[config.mk]
export PLATFORM = sky130hd
export DESIGN_NAME = mem_port_arbiter
export DESIGN_NICKNAME = d
export VERILOG_FILES = /design/src/rtl/mem_port_arbiter_pkg.sv /design/src/rtl/mem_port_arbiter_rr_pick2.sv /design/src/rtl/mem_port_arbiter.sv
export SDC_FILE = /design/constraint.sdc
export NUM_CORES = 1
export LEC_CHECK = 0
export CORE_AREA = 2 2 213 215
export CTS_CLUSTER_DIAMETER = 100
export DETAILED_ROUTE_END_ITERATION = 12
export DIE_AREA = 0 0 215 217
export DONT_BUFFER_PORTS = 1
export PLACE_DENSITY = 0.32
export SKIP_LAST_GASP = 1
export SLEW_MARGIN = 15
export SYNTH_ARGS = -nofsm -noshare
export SYNTH_HDL_FRONTEND = slang
export SYNTH_SLANG_ARGS = --single-unit
[constraint.sdc]
create_clock -name clk -period 1.2 [get_ports clk]
set_input_delay 0.24 -clock clk [delete_from_list [all_inputs] [get_ports clk]]
set_output_delay 0.24 -clock clk [all_outputs]
set_load 0.005 [all_outputs]
[src/rtl/mem_port_arbiter_pkg.sv]
// Shared constants for the memory port arbiter: default widths (the same
// values the caches use), FSM state encoding and requester identifiers.
package mem_port_arbiter_pkg;

    localparam int ADDR_W_DFLT = 32;
    localparam int WORD_W_DFLT = 32;
    localparam int LINE_W_DFLT = 128;

    // FSM state encoding
    localparam logic [0:0] ST_IDLE = 1'b0;
    localparam logic [0:0] ST_BUSY = 1'b1;

    // Requester identifiers, also used as the grant/last register values
    localparam logic REQ_I = 1'b0;
    localparam logic REQ_D = 1'b1;

endpackage

[src/rtl/mem_port_arbiter_rr_pick2.sv]
// Two-way round-robin picker. On a tie the requester that was not served
// last wins; a lone request always wins. Purely combinational.
module rr_pick2
    import mem_port_arbiter_pkg::*;
(
    input  logic [1:0] req,
    input  logic       last,
    output logic       gnt_valid,
    output logic       gnt_id
);

    // Pick the winner: alternate on a tie, otherwise take whoever asks
    always_comb begin
        gnt_valid = |req;
        gnt_id    = REQ_I;
        if (req == 2'b11) begin
            gnt_id = ~last;
        end else if (req[REQ_D]) begin
            gnt_id = REQ_D;
        end
    end

endmodule

[src/rtl/mem_port_arbiter.sv]
// Shares the single external memory port between the ICache (line reads)
// and the DCache (line reads and word stores). The winning request is
// latched and held on the memory side until mem_ready, and the completion
// is routed back to the winner only.
//
// Handshake: a requester raises *_valid with stable fields and holds them
// until it sees a one-cycle *_ready pulse. On the memory side mem_valid and
// the request fields are registered and constant until a one-cycle
// mem_ready pulse; mem_rdata is only meaningful alongside mem_ready, and
// i_data/d_data are only meaningful alongside the matching ready pulse.
module mem_port_arbiter
    import mem_port_arbiter_pkg::*;
#(
    parameter int ADDR_W = ADDR_W_DFLT,
    parameter int WORD_W = WORD_W_DFLT,
    parameter int LINE_W = LINE_W_DFLT
) (
    input  logic              clk,
    input  logic              rst,
    input  logic              i_valid,
    input  logic [ADDR_W-1:0] i_addr,
    output logic              i_ready,
    output logic [LINE_W-1:0] i_data,
    input  logic              d_valid,
    input  logic              d_for_store,
    input  logic [ADDR_W-1:0] d_addr,
    input  logic [WORD_W-1:0] d_wdata,
    output logic              d_ready,
    output logic [LINE_W-1:0] d_data,
    output logic              mem_valid,
    output logic              mem_for_store,
    output logic [ADDR_W-1:0] mem_addr,
    output logic [WORD_W-1:0] mem_wdata,
    input  logic              mem_ready,
    input  logic [LINE_W-1:0] mem_rdata
);

    logic [0:0]        state;
    logic              grant;
    logic              last;
    logic [ADDR_W-1:0] lat_addr;
    logic [WORD_W-1:0] lat_wdata;
    logic              lat_for_store;
    logic              gnt_valid;
    logic              gnt_id;
    logic              done;

    rr_pick2 u_pick (
        .req       ({d_valid, i_valid}),
        .last      (last),
        .gnt_valid (gnt_valid),
        .gnt_id    (gnt_id)
    );

    // Arbitrate in IDLE, latch the winner, hold it until memory completes
    always_ff @(posedge clk) begin
        if (rst) begin
            state         <= ST_IDLE;
            grant         <= REQ_I;
            last          <= REQ_I;
            lat_addr      <= '0;
            lat_wdata     <= '0;
            lat_for_store <= 1'b0;
        end else begin
            case (state)
                ST_IDLE: begin
                    if (gnt_valid) begin
                        grant <= gnt_id;
                        last  <= gnt_id;
                        state <= ST_BUSY;
                        if (gnt_id == REQ_D) begin
                            lat_addr      <= d_addr;
                            lat_wdata     <= d_wdata;
                            lat_for_store <= d_for_store;
                        end else begin
                            lat_addr      <= i_addr;
                            lat_wdata     <= '0;
                            lat_for_store <= 1'b0;
                        end
                    end
                end
                default: begin
                    if (mem_ready) begin
                        state <= ST_IDLE;
                    end
                end
            endcase
        end
    end

    // A completion counts only while a transaction is outstanding and not
    // being aborted by reset in the same cycle
    assign done = (state == ST_BUSY) && mem_ready && !rst;

    assign i_ready = done && (grant == REQ_I);
    assign d_ready = done && (grant == REQ_D);
    assign i_data  = mem_rdata;
    assign d_data  = mem_rdata;

    assign mem_valid     = (state == ST_BUSY);
    assign mem_addr      = lat_addr;
    assign mem_wdata     = lat_wdata;
    assign mem_for_store = lat_for_store;

endmodule

Word level (Yosys, flattened, before mapping)
Index checks and enable logic that the tools add are counted.

Equality and inequality tests: 1. Multiplexer cells: 8. Bitwise gates (word level): 2. Reductions and logical operators: 7.

Operator list (number): $mux 32 (2); $mux 1 (6); $logic_and 1x1->1 (4); $eq 2x2->1 const B (1); $not 1->1 (2); $reduce_and 2->1 (1); $reduce_or 2->1 (1); $logic_not 1->1 (1).

Logic and storage cells: 23. Output and inout bits: 324. Input port bits: 230. Register bits: 67.

Logic depth before layout (Yosys ltp)
Depth in word-level cells: 3. Mapped depth: 5. Mapped depth without buffers: 3.

Hierarchy
A second synthesis with hierarchy kept.

Cells, all modules: 561. Area total of the unflattened synthesis: 4770.8 µm².

Modules (own cells, without submodules): mem_port_arbiter (area each 4757.1 µm², sequential area each 1341.3 µm², cells each 559, instances 1); rr_pick2 (area each 13.8 µm², sequential area each 0.0 µm², cells each 2, instances 1).

Worst setup path before layout
No wires, ideal clock.

Kind: register -> register. From: register state, in the netlist mem_valid. To: register lat_wdata[10], in the netlist mem_wdata[10]. Library setup time: 59 ps. Period minus slack after synthesis: 1235 ps. Arrival: 1177 ps. Path slack: -35 ps. Path buffers: 1. Cell stages (with the launch flop): 5. Required time: 1141 ps. Cells stage by stage: dfxtp_1 > o21ba_2 > nor2_1 > buf_2 > a22o_1.

Cells in the longest elaborated chain, start to end: 2.

RTL lines: start: declaration (line mem_port_arbiter.sv:38) `logic [0:0] state;`; start signal: assignment (line mem_port_arbiter.sv:58) `state <= ST_IDLE;`; start signal: assignment (line mem_port_arbiter.sv:70) `state <= ST_BUSY;`; start signal: assignment (line mem_port_arbiter.sv:84) `state <= ST_IDLE;`; $not 1->1 (no line); $reduce_and 2->1 (no line); end signal: assignment (line mem_port_arbiter.sv:73) `lat_wdata <= d_wdata;`; end: declaration (line mem_port_arbiter.sv:42) `logic [WORD_W-1:0] lat_wdata;`.

No other way between the ends. A chain may end at the register's enable or synchronous reset.

Final worst setup path
From: register last. To: register lat_wdata[21], in the netlist mem_wdata[21].

Cells in the longest elaborated chain, start to end: 3.

RTL lines: start: declaration (line mem_port_arbiter.sv:40) `logic last;`; start signal: assignment (line mem_port_arbiter.sv:69) `last <= gnt_id;`; $not 1->1 (line mem_port_arbiter_rr_pick2.sv:17) `gnt_id = ~last;`; $mux 1 (line mem_port_arbiter_rr_pick2.sv:16) `if (req == 2'b11) begin`; $mux 32 (line mem_port_arbiter.sv:71) `if (gnt_id == REQ_D) begin`.

No other way between the ends.

==> results.md <==
- GRT Total Usage: 7.47%
- CP Class: flop to flop
- Total gr overflow: 0
- Distinct cells, synth: 18
- Root buffer cell: clkbuf_16
- Power density over cell area: 1290 nW/um^2
- Worst setup skew after layout: 0.00846 ns
- Vias: 2893
- First-pass GRT wire length: 23700 um
- H-tree Lvls: 3
- ANT nets after route: 0
- Dpl cell area: 3340 um^2
- Port bufs: 0
- Max Root-Sink Buffers: 2
- Placer Congestion: 0.667
- Starting Density: 9.97%
- Status: finished, violations left
- Nets: 618
- Avg Cell Area, Syn: 8.55 um^2
- Critical path buffer and inverter count: 3
- Slew margin rel.: 82.3%
- Worst path max stage delay: 0.36 ns
- Clk sinks: 67
- CP required: 1.50 ns
- Crit path DAT: 1.64 ns
- Worst setup EP type: flop
- HP Class: primary input to flop
- Asr flop ratio synth: 0%
- Chip width: 215 um
- Core Area: 44700 um^2
- Ys Warns: 0
- # setup viols final: 67
- EDFF count, synth: 0
- Worst slew pin tran: 0.265 ns
- Top FF cell, synth: dfxtp_1
- Cell Rows: 78
- Number of global-route vias before repair: 2977
- Clock-pin slew on the worst setup and hold paths: 0.06 ns
- Largest net degree at the start of global routing: 35
- Total power draw: 6850 uW
- DRT Pass-1 Iters: 4
- WL final: 19000 um
- Post-Layout Cell Count: 992
- Post-synth design cell area: 4450 um^2
- Layout cells sized above 1: 25.8%
- VDD IR max: 0.798 mV
- CP max stage cell: dfxtp_4
- Initial antenna violation count: 0
- Sequential-to-total area share from yosys stat: 30.1%
- Post-Syn Instances: 521
- Worst-path cell chain: buf_6 > a2111oi_4 > buf_6 > clkbuf_16 > a22o_1
- Iter 0 DRT Violations: 115
- FMAX: 748 MHz
- FF+latch count, synth: 67
- Synthesized Nets: 751
- Max-Cap Viols: 0
- RSZ-0062 raised after global routing: yes
- Num CTS Buffers: 9
- Post-route cell area: 5310 um^2
- Violated checks: setup timing
- Drt via density: 2.92
- Fin crit share: 111%
- Fin crit period: 1.34 ns
- Drt wl/cell: 19.2 um
- Crit path max-delay family: buffers and inverters
- Max-slew violations: 0
- HPWL Detailed: 12700 um
- CP dominant cell by count: buf_6
- Final hold vios: 0
- Area Overhead vs Synth: 19.2%
- Die Height: 217 um
- DR DRC count: 0
- CP startpoint kind: flop
- Final setup margin: -0.136 ns
- CTS tree: yes
- N_diodes: 0
- Total die area: 46700 um^2
- Io pins: 554
- Leak pwr: 0.00190 uW
- Clock latency on the worst-skew pair: 0.37 ns
- Crit path max fanout: 8
- Dpl cells: 859
-- kinds of logic (layout without fill, tap and decap cells) --
kind of cell	after synthesis	count (layout)	synth area share [%]
compound gates	72	72	14.6
buf+inv	281	152	46.7
flops	67	67	30.1
simple gates	101	101	8.62
-- power breakdown --
| group | switching (uW) | internal (uW) | total [uW] |
|---|---|---|---|
| Sequential | 151 | 2410 | 2560 |
| Combinational | 581 | 774 | 1350 |
| Clock | 1130 | 1810 | 2930 |
-- registers in the layout, indices dropped and copies added (netlist names) --
name           flops
mem_wdata         32
mem_valid          1
last               1
mem_for_store      1
mem_addr          32
-- per-stage QoR --
step	hold WS, ns	utilization [%]	worst slack (ns)	setup TNS (ns)
floorplan	0.360	-	0.000173	0
CTS	0.00126	11.1	-0.195	-10.03
finish	0.0502	11.9	-0.136	-6.87
detailed placement	0.316	7.47	-0.142	-4.21
global placement	0.319	7.47	-0.121	-3.90
global route	0.0210	11.9	-0.197	-11.21
-- area by class of cell --
type / count / area (um^2)
fill: 5106 / 39400
inverter: 2 / 7.51
clock inverter: 6 / 91.3
timing repair buffer: 135 / 1640
tap: 600 / 751
clock buffer: 9 / 225
multi-input combinational: 173 / 1240
sequential: 67 / 1350
-- layout by cell type, fill, tap and decap left out, drive strengths merged, types with 2 or more instances in the layout --
| master | Yosys | layout |
|---|---|---|
| a311oi | 33 | 33 |
| a22o | 33 | 33 |
| inv | 2 | 2 |
| nor2 | 34 | 34 |
| bufinv | 0 | 2 |
| clkinvlp | 0 | 3 |
| clkbuf | 4 | 16 |
| dfxtp | 67 | 67 |
| buf | 275 | 38 |
| nand2 | 65 | 65 |
| dlygate4sd3 | 0 | 89 |
-- worst paths after layout --
| path | cells after the start | start | slack (ns) | endpoint |
|---|---|---|---|---|
| setup / recovery | 5 | last | -0.14 | mem_wdata[21] |
| hold / removal | 2 | i_addr[13] | 0.05 | mem_addr[13] |
| setup reg to reg | 5 | last | -0.14 | mem_wdata[21] |
| hold reg to reg | 1 | mem_wdata[3] | 0.50 | mem_wdata[3] |
-- cell usage after synthesis (all sizes together), types with 2 or more instances --
master  number  area (um^2)
a22o        33          289
nor2        34          128
dfxtp       67         1340
inv          2         7.51
a311oi      33          289
nand2       65          244
clkbuf       4         15.0
buf        275         2060
-- metal layers --
| metal | up-vias | routed length, um | GRT usage, % |
|---|---|---|---|
| met5 | - | 64 | 1.04 |
| met2 | 380 | 8910 | 11.9 |
| met3 | 71 | 3380 | 6.93 |
| met1 | 1228 | 5790 | 5.94 |
| li1 | 1212 | - | - |
| met4 | 2 | 870 | 4.37 |
-- timing repair --
item / 4_1_cts / 5_1_grt
hold buffers: 90 / 0
pin swaps: 13 / 34
setup endpoints to repair: 67 / 67
endpoints found under the hold margin: 67 / 0
gates resized for setup: 31 / 33
setup buffers: 12 / 4
gates cloned: 5 / 8
-- worst register-to-register path, stage by stage (launching register included) --
cell and delay (ns):
dfxtp_4 0.36, buf_6 0.12, a2111oi_4 0.29, buf_6 0.20
clkbuf_16 0.17, a22o_1 0.14
(Power assumes the default switching activity.)
